### src/rtl/seven_seg_pkg.sv
// Shared types and select encodings for the seven-segment scan controller.
package seven_seg_pkg;

  typedef enum logic [1:0] {
    IDLE  = 2'd0,
    BLANK = 2'd1,
    SHOW  = 2'd2
  } state_e;

  typedef logic [1:0] digit_idx_t;

  typedef struct packed {
    logic [3:0] a;
    logic [3:0] b;
    logic [3:0] c;
    logic [3:0] d;
  } digits_t;

  localparam logic [3:0] SEL_NONE = 4'b0000;
  localparam logic [3:0] SEL_A    = 4'b0001;
  localparam logic [3:0] SEL_B    = 4'b0010;
  localparam logic [3:0] SEL_C    = 4'b0100;
  localparam logic [3:0] SEL_D    = 4'b1000;

  function automatic logic [3:0] idx_to_onehot(input digit_idx_t idx);
    logic [3:0] sel;
    case (idx)
      2'd0:    sel = SEL_A;
      2'd1:    sel = SEL_B;
      2'd2:    sel = SEL_C;
      default: sel = SEL_D;
    endcase
    return sel;
  endfunction

endpackage

### src/rtl/seg_slot_timer.sv
// Per-slot cycle counter; flags the last blank cycle and the last cycle of the slot.
module seg_slot_timer #(
  parameter int unsigned REFRESH_DIV  = 25000,
  parameter int unsigned BLANK_CYCLES = 256
) (
  input  logic clk,
  input  logic reset,
  input  logic i_clear,
  input  logic i_en,
  output logic o_blank_done_c,
  output logic o_slot_done_c
);

  localparam int unsigned CNT_W = (REFRESH_DIV > 1) ? $clog2(REFRESH_DIV) : 1;
  localparam logic [CNT_W-1:0] SLOT_LAST  = CNT_W'(REFRESH_DIV - 1);
  localparam logic [CNT_W-1:0] BLANK_LAST = CNT_W'((BLANK_CYCLES > 0) ? BLANK_CYCLES - 1 : 0);

  logic [CNT_W-1:0] r_cnt;

  // Wraps to zero on the terminal count rather than saturating.
  always_ff @(posedge clk or posedge reset) begin
    if (reset) begin
      r_cnt <= '0;
    end else if (i_clear) begin
      r_cnt <= '0;
    end else if (i_en) begin
      r_cnt <= o_slot_done_c ? '0 : r_cnt + CNT_W'(1);
    end
  end

  assign o_blank_done_c = (BLANK_CYCLES != 0) && (r_cnt == BLANK_LAST);
  assign o_slot_done_c  = (r_cnt == SLOT_LAST);

endmodule

### src/rtl/seven_seg_scan_ctrl.sv
// Digit scan sequencer for the hex seven-segment decoder with frame-aligned value commit.
// Optional leading-zero suppression: define SEVEN_SEG_LEADING_ZERO_BLANK_EN.
module seven_seg_scan_ctrl
  import seven_seg_pkg::*;
#(
  parameter int unsigned REFRESH_DIV  = 25000,
  parameter int unsigned BLANK_CYCLES = 256
) (
  input  logic        clk,
  input  logic        reset,
  input  logic        enable,
  input  logic        load,
  input  logic [15:0] digits_in,
  output logic [3:0]  displayA,
  output logic [3:0]  displayB,
  output logic [3:0]  displayC,
  output logic [3:0]  displayD,
  output logic [3:0]  select,
  output logic        frame_done
);

  state_e     r_state, w_state_nxt;
  digit_idx_t r_idx, w_idx_nxt;
  logic [3:0] r_select, w_sel_nxt;
  logic       r_frame_done, w_fd_nxt;
  digits_t    r_disp, w_disp_nxt;
  logic [15:0] r_pend, w_pend_nxt;
  logic       r_pflag, w_pflag_nxt;
  logic       w_blank_done, w_slot_done, w_boundary, w_lz;

  seg_slot_timer #(
    .REFRESH_DIV  (REFRESH_DIV),
    .BLANK_CYCLES (BLANK_CYCLES)
  ) u_timer (
    .clk            (clk),
    .reset          (reset),
    .i_clear        ((r_state == IDLE) || !enable),
    .i_en           (r_state != IDLE),
    .o_blank_done_c (w_blank_done),
    .o_slot_done_c  (w_slot_done)
  );

  always_ff @(posedge clk or posedge reset) begin
    if (reset) begin
      r_state      <= IDLE;
      r_idx        <= '0;
      r_select     <= SEL_NONE;
      r_frame_done <= 1'b0;
      r_disp       <= '0;
      r_pend       <= '0;
      r_pflag      <= 1'b0;
    end else begin
      r_state      <= w_state_nxt;
      r_idx        <= w_idx_nxt;
      r_select     <= w_sel_nxt;
      r_frame_done <= w_fd_nxt;
      r_disp       <= w_disp_nxt;
      r_pend       <= w_pend_nxt;
      r_pflag      <= w_pflag_nxt;
    end
  end

  always_comb begin
    w_state_nxt = r_state;
    w_idx_nxt   = r_idx;
    w_disp_nxt  = r_disp;
    w_pend_nxt  = r_pend;
    w_pflag_nxt = r_pflag;
    w_lz        = 1'b0;
    w_boundary  = (r_state == SHOW) && (r_idx == 2'd3) && w_slot_done && enable;
    w_fd_nxt    = w_boundary;

    case (r_state)
      IDLE: begin
        if (enable) begin
          w_idx_nxt   = '0;
          w_state_nxt = (BLANK_CYCLES == 0) ? SHOW : BLANK;
        end
      end
      BLANK: begin
        if (w_blank_done) w_state_nxt = SHOW;
      end
      SHOW: begin
        if (w_slot_done) begin
          w_idx_nxt   = r_idx + digit_idx_t'(1);
          w_state_nxt = (BLANK_CYCLES == 0) ? SHOW : BLANK;
        end
      end
      default: w_state_nxt = IDLE;
    endcase

    if (!enable) begin
      w_state_nxt = IDLE;
      w_idx_nxt   = '0;
    end

    // Load in the boundary cycle bypasses pending; idle loads commit immediately.
    if (load) w_pend_nxt = digits_in;
    if ((r_state == IDLE) && load) begin
      w_disp_nxt  = digits_in;
      w_pflag_nxt = 1'b0;
    end else if (w_boundary) begin
      if (load)         w_disp_nxt = digits_in;
      else if (r_pflag) w_disp_nxt = r_pend;
      w_pflag_nxt = 1'b0;
    end else if (load) begin
      w_pflag_nxt = 1'b1;
    end

`ifdef SEVEN_SEG_LEADING_ZERO_BLANK_EN
    case (w_idx_nxt)
      2'd0:    w_lz = (w_disp_nxt.a == 4'h0);
      2'd1:    w_lz = ({w_disp_nxt.a, w_disp_nxt.b} == 8'h00);
      2'd2:    w_lz = ({w_disp_nxt.a, w_disp_nxt.b, w_disp_nxt.c} == 12'h000);
      default: w_lz = 1'b0;
    endcase
`else
    w_lz = 1'b0;
`endif

    w_sel_nxt = ((w_state_nxt == SHOW) && !w_lz) ? idx_to_onehot(w_idx_nxt) : SEL_NONE;
  end

  assign select     = r_select;
  assign frame_done = r_frame_done;
  assign displayA   = r_disp.a;
  assign displayB   = r_disp.b;
  assign displayC   = r_disp.c;
  assign displayD   = r_disp.d;

endmodule

### config.mk
export PLATFORM = sky130hd
export DESIGN_NAME = seven_seg_scan_ctrl
export DESIGN_NICKNAME = d
export VERILOG_FILES = /design/src/rtl/seven_seg_pkg.sv /design/src/rtl/seg_slot_timer.sv /design/src/rtl/seven_seg_scan_ctrl.sv
export SDC_FILE = /design/constraint.sdc
export NUM_CORES = 1
export LEC_CHECK = 0
export CAP_MARGIN = 25
export CORE_ASPECT_RATIO = 0.8
export CORE_UTILIZATION = 56
export DETAILED_ROUTE_END_ITERATION = 7
export PLACE_DENSITY = 0.83
export SYNTH_ARGS = -nofsm -noshare
export SYNTH_HDL_FRONTEND = slang
export SYNTH_SLANG_ARGS = --single-unit
### constraint.sdc
create_clock -name clk -period 3.52 [get_ports clk]
set_input_delay 0.704 -clock clk [delete_from_list [all_inputs] [get_ports clk]]
set_output_delay 0.704 -clock clk [all_outputs]
set_load 0.01 [all_outputs]
==> results of run 1 <==
-- cell families after synthesis --
family	share of synthesized area
AOI/OAI and AO/OA	0.02637
DFF	0.5781
muxes	0.1552
and+or+nand+nor	0.1471
adders and majority gates	0.01014
xor gates and xnor gates	0.04615
buffers and inverters	0.03702
-- state kept, by name, summed over array words and instances, names as in the netlist, 2 cells and up --
signal and cells:
displayA 4, displayB 4, displayC 4, displayD 4, r_idx 2, r_pend 16, r_state 2, select 4
u_timer.r_cnt 15
-- worst max-delay path, cell delays in order, from the launching register on --
cell     delay [ns]
dfrtp_1        0.44
or4_4          0.58
or4_1          0.73
a22oi_1        0.44
nor3_1         0.08
-- area by class of cell --
| cell class | instances | area share |
|---|---|---|
| Clock buffer | 10 | 0.04470 |
| Clock inverter | 4 | 0.01463 |
| Multi-Input combinational cell | 120 | 0.3084 |
| Inverter | 7 | 0.008533 |
| Sequential cell | 57 | 0.4632 |
| Timing Repair Buffer | 43 | 0.1373 |
| Tap cell | 57 | 0.02316 |
-- how the worst max path moves through the flow --
stage                startpoint                 to  depth (start not counted)
6_report       u_timer.r_cnt[9]          select[0]                          4
5_1_grt        u_timer.r_cnt[9]  u_timer.r_cnt[13]                          4
4_1_cts        u_timer.r_cnt[9]          select[2]                          4
3_5_place_dp               load        displayA[3]                          7
3_3_place_gp               load        displayC[0]                          7
2_1_floorplan  u_timer.r_cnt[9]        displayA[3]                          5
-- cells in the mapped netlist (4+ instances only) --
cell type	count	share of area
dfrtp_1	57	0.58
mux2_2	32	0.15
nor2_1	19	0.029
xnor2_1	11	0.039
inv_1	7	0.011
nor3_1	7	0.014
nand2_1	6	0.0091
nand3_1	6	0.012
nor4_1	5	0.013
nand4_1	4	0.010
-- through the flow --
step / utilization / instances / area, um^2 / hold slack, ns / total power (uW)
floorplan: - / 193 / 2467 / 0.4516 / 844.5
global placement: 0.6890 / 284 / 2897 / 0.4761 / 950.9
detailed placement: 0.6890 / 284 / 2897 / 0.4830 / 958.9
CTS: 0.7324 / 298 / 3079 / 0.4943 / 1520
global route: 0.7324 / 298 / 3079 / 0.5155 / 1571
finish: 0.7324 / 298 / 3079 / 0.4913 / 1501
-- power by group through the flow --
stage / clock, uW / combinational [uW] / sequential, uW
2_1_floorplan: 0 / 83.2 / 761
3_3_place_gp: 0 / 202 / 749
3_5_place_dp: 0 / 208 / 751
4_1_cts: 572 / 209 / 739
5_1_grt: 600 / 226 / 745
6_report: 558 / 205 / 738
-- layer usage --
| metal | global-route usage | wire length, um | up-vias |
|---|---|---|---|
| li1 | - | - | 765 |
| met3 | 0.09037 | 228 | 7 |
| met4 | 0.07692 | 72 | 0 |
| met1 | 0.2589 | 1927 | 778 |
| met5 | 0 | 0 | - |
| met2 | 0.3359 | 2042 | 36 |
==> impl_results.md, run 1 <==
- Commonest non-fill, non-tap cell in the layout: dfrtp_1
- Worst reg2reg path depth: 4
- Setup violations, final: 0
- Least-Margin Pin Slew: approximately 0.65 ns
- Site Rows: 21
- Largest net degree at the start of global routing: 39
- Startpoint Class: flop
- Antenna viol nets, final: 0
- Type of the most critical hold path: reg2reg
- Combinational power share: 0.137
- Drt drc: 0
- Run status: finished, final reports clean
- Pre-CTS WS: about 1.0 ns
- Antenna violations before repair: 0
- IO buf count: 40
- Peak Freq: roughly 0.42 GHz
- Share of power burned in registers: 0.492
- Crit path time final: ~2.4 ns
- Syn Nets: ~220
- CP Class: reg2reg
- Final Slew Violations: 0
- Clock power frac: 0.372
- Average wire per standard cell: ~14 um
- H-tree depth: 3
- Post-Synthesis Cell Area: 0.002467 mm^2
- Post-route clock skew: 0.008227 ns
- Reg-to-reg endpoint: select[0]
- # clock sinks: 57
- Setup slack, reg-to-reg: 1.13 ns
- Hold EP: r_pend[8]
- Total GRT Usage: 0.2090
- Switching Fraction: 0.2177
- Filler Cell Count: roughly 280
- First-pass GRT wire length: just over 7000 um
- Layout cells sized above 1: 0.2407
- Switching Power: ~330 uW
- Postcts setup bufs: 0
- Placeable Area: approximately 0.0042 mm^2
- Ys flop type: dfrtp_1
- Fin nets: 260
- Worst VDD drop: approximately 0.00044 V
- Worst setup margin: around 1.1 ns
- Routed WL: approximately 4300 um
- Area of the multi-input gates: approximately 950 um^2
- Worst Hold Depth: 1
- TNS Setup: 0 ns
- Vias in the first global route: 1,526
- Die area: approximately 0.0047 mm^2
- CTS tree: built
- GRT Residual Overflow: 0
- Cts bufs inserted: 9
- FFs w/ async S/R, synth: 1.000
- P_int: 1174 uW
- Number of max-cap violations: 0
- Drt first pass iters: 4
- Distinct cells, synth: just over 40
- DP Wirelength: approximately 3000 um
- Worst-Skew Late Latency: 0.32 ns
- Post-cts repair resize count: 0
- R2r startpoint: u_timer.r_cnt[9]
- Reg area: between 0.001 and 0.0015 mm^2
- Crit-path max FO: 7
- Post-synth EDFFs: 0
- Register area share after synthesis: 0.5781
- Final Hold Viols: 0
- CP Capture Type: flop
- Area delta synth->final: 24.80%
- # hold bufs at CTS: 0
- Max clock buf depth: 2
- Most frequent cells in the layout: dfrtp_1, clkdlybuf4s50_1, mux2_2
- PwrDens: 487.4 mW/mm^2
- Required @ worst endpoint: 3.71 ns
- Max-slew headroom: 0.5661
- Hold Startpoint: r_pend[8]
- ANT cells: 0
- RSZ-0062 raised after global routing: no
- Via count: 1,586
- Leakage: 0.001260 uW
- Worst-path clk slew: roughly 0.060 ns
- Final period utilization: 0.6786
- Syn. warnings: 0
- Die X: between 70 and 80 um
- Ports: 41
- Initial Util: 0.5869
- Critical Path AT: between 2 and 3 ns
- Routability cong.: roughly 0.8
- Initial DRC Count: 71
- Chip height: around 61 um
- Vias per cell: roughly 5.3
- #FFs+latches synth: 57
- Root Buffer: clkbuf_8
- Synthesized area per cell: 12.78 um^2
- Cell count after synthesis: 193
Note: power is estimated with default switching activity, not from simulation.
==> run 2, diff against run 1 <==
--- a/config.mk
+++ b/config.mk
@@ -7,9 +7,9 @@
 export LEC_CHECK = 0
 export CAP_MARGIN = 25
 export CORE_ASPECT_RATIO = 0.8
-export CORE_UTILIZATION = 56
+export CORE_UTILIZATION = 52
 export DETAILED_ROUTE_END_ITERATION = 7
-export PLACE_DENSITY = 0.83
+export PLACE_DENSITY = 0.78
 export SYNTH_ARGS = -nofsm -noshare
 export SYNTH_HDL_FRONTEND = slang
 export SYNTH_SLANG_ARGS = --single-unit
==> constraint.sdc (replaced) <==
create_clock -name clk -period 2.2 [get_ports clk]
set_input_delay 0.44 -clock clk [delete_from_list [all_inputs] [get_ports clk]]
set_output_delay 0.44 -clock clk [all_outputs]
set_load 0.01 [all_outputs]
==> impl_results.md, run 2 (same netlist as run 1, synthesis figures left out) <==
- Run status: finished, final reports clean
- Setup violations, final: 0 (unchanged)
- CP Capture Type: flop
- Clock power frac: 0.373 (about the same)
- Final Hold Viols: 0 (unchanged)
- Leakage: 0.001340 uW (+6.4%)
- Die area: 0.005026 mm^2 (+7.5%)
- P_int: 1890 uW (+61%)
- Vias per cell: 5.281 (-0.77%)
- Average wire per standard cell: 14.96 um (+4.3%)
- Area delta synth->final: 30.48%
- Peak Freq: 0.4763 GHz (+14%)
- DP Wirelength: 3166 um (+6.9%)
- Final period utilization: 0.9544 (+0.2759)
- Worst-path clk slew: 0.06 ns (about the same)
- Placeable Area: 0.004569 mm^2 (+8.7%)
- Largest net degree at the start of global routing: 58 (+49%)
- Worst-Skew Late Latency: 0.33 ns (about the same)
- Max clock buf depth: 2 (unchanged)
- Global routing's busiest layer: met2
- Crit path time final: 2.100 ns (-0.2888 ns)
- GRT met1 Usage: 0.2685 (+0.009599)
- Switching Fraction: 0.2240 (+0.006306)
- Critical Path AT: 2.31 ns (-0.27 ns)
- Initial DRC Count: 52 (-27%)
- IO buf count: 40 (unchanged)
- Worst VDD drop: 0.0005107 V (+16%)
- Switching Power: 545.5 uW (+67%)
- # hold bufs at CTS: 0 (unchanged)
- First-pass GRT wire length: 8052 um (+14%)
- Required @ worst endpoint: 2.41 ns (-1.30 ns)
- Share of power burned in registers: 0.484 (-0.008)
- Layout cells sized above 1: 0.2846 (+0.04392)
- Site Rows: 22 (+4.8%)
- GRT Residual Overflow: 0 (unchanged)
- Final Slew Violations: 0 (unchanged)
- Drt first pass iters: 4 (unchanged)
- Chip height: 63.61 um (+3.6%)
- CTS tree: built
- CP Class: reg2reg
- Post-route clock skew: 0.004811 ns (-0.003416 ns)
- Ports: 41 (unchanged)
- Antenna violations before repair: 0 (unchanged)
- ANT cells: 0 (unchanged)
- Cts bufs inserted: 9 (unchanged)
- Type of the most critical hold path: in2async
- Largest registers: r_pend (16), u_timer.r_cnt (15)
- Die X: 79.02 um (+3.7%)
- Startpoint Class: flop
- # clock sinks: 57 (unchanged)
- Via count: 1,653 (+4.2%)
- Antenna viol nets, final: 0 (unchanged)
- Initial Util: 0.5400 (-0.04693)
- Post-route cell area: 0.003219 mm^2 (+4.6%)
- Util after Layout: 0.7045 (-0.02790)
- RSZ-0062 raised after global routing: no
- Placed Area: 0.003028 mm^2 (+4.5%)
- Least-Margin Pin Slew: 0.3206 ns (-0.3283 ns)
- PwrDens: 756.4 mW/mm^2 (+55%)
- Most frequent cells in the layout: dfrtp_1, clkdlybuf4s50_1, mux2_2
- Met2 usage: 0.3491 (+0.01323)
- Number of max-cap violations: 0 (unchanged)
- Drt drc: 0 (unchanged)
- Commonest non-fill, non-tap cell in the layout: dfrtp_1
- Met3 usage: 0.07971 (-0.01066)
- Routed WL: 4681 um (+9.6%)
- Total GRT Usage: 0.2187 (+0.009741)
- Biggest register: r_pend
- Vias in the first global route: 1,692 (+11%)
- Routability cong.: 0.7952 (-1.5%)
- H-tree depth: 3 (unchanged)
- Combinational power share: 0.143 (+0.006)
- Root Buffer: clkbuf_8
- Fin nets: 272 (+4.6%)
- Largest register FFs: 16 (unchanged)
- TNS Setup: 0 ns (unchanged)
- Max-slew headroom: 0.7843 (+0.2182)
- Crit-path max FO: 16 (+9)
run 2: cell types whose count changed in the layout (fill, tap and decap cells not counted):
cell / previous run / this run
buf_4: 3 / 12
buf_12: 0 / 3
a22oi_1: 1 / 0
a22oi_2: 0 / 1
or4_1: 1 / 0
or4_4: 1 / 2
run 2: what timing repair did:
item	4_1_cts	5_1_grt
setup endpoints to repair	3	0
resized for setup	2	0
buffers inserted	0	0
run 2: worst paths after layout:
check                                  from               end  slack [ns]  depth (start not counted)
setup / recovery           u_timer.r_cnt[9]       displayA[0]        0.10                          6
hold reg to reg            u_timer.r_cnt[0]  u_timer.r_cnt[0]        0.48                          1
max in group asynchronous             reset         select[1]        1.48                          3
min in group clk           u_timer.r_cnt[0]  u_timer.r_cnt[0]        0.48                          1
setup reg to reg           u_timer.r_cnt[9]       displayA[0]        0.10                          6
hold / removal                        reset         r_pend[1]        0.48                          3
run 2: metal layers:
layer	wire (um)	up-vias
met5	0	-
met4	70	0
met3	226	6
met2	2332	37
met1	2052	819
li1	-	791
run 2: critical path, stage by stage, from the launching register on:
cell and delay [ns]:
dfrtp_1 0.38, or4_4 0.55, nor4_1 0.32, buf_4 0.17, a31oi_2 0.11, buf_12 0.17
mux2_2 0.28
run 2: power groups by stage:
stage               Clock, uW  Combinational [uW]  Sequential (uW)
floorplan                   0                 133             1220
global placement            0                 343             1190
detailed placement          0                 351             1200
CTS                       933                 354             1180
global route              980                 374             1190
finish                    908                 348             1180
run 2: area by class of cell:
| class | count | area [um^2] |
|---|---|---|
| Inverter | 7 | 26.28 |
| Timing Repair Buffer | 55 | 550.5 |
| Clock inverter | 4 | 45.04 |
| Multi-Input combinational cell | 120 | 958.4 |
| Tap cell | 60 | 75.07 |
| Sequential cell | 57 | 1426 |
| Clock buffer | 10 | 137.6 |
| Fill cell | 353 | 1350 |
run 2: through the flow:
stage,hold WS (ns),setup slack (ns),power [uW],std cells
2_1_floorplan,0.4516,0.07641,1351,193
3_3_place_gp,0.4750,0.04118,1534,299
3_5_place_dp,0.4774,-0.02582,1550,299
4_1_cts,0.4764,0.08691,2467,313
5_1_grt,0.4972,0.03614,2542,313
6_report,0.4783,0.1003,2435,313
==> run 3, diff against run 2 <==
--- a/config.mk
+++ b/config.mk
@@ -5,7 +5,7 @@
 export SDC_FILE = /design/constraint.sdc
 export NUM_CORES = 1
 export LEC_CHECK = 0
-export CAP_MARGIN = 25
+export CAP_MARGIN = 20
 export CORE_ASPECT_RATIO = 0.8
 export CORE_UTILIZATION = 52
 export DETAILED_ROUTE_END_ITERATION = 7
==> results of run 3 <==
Same layout as run 2: the final DEF is identical, and so are final timing and power.
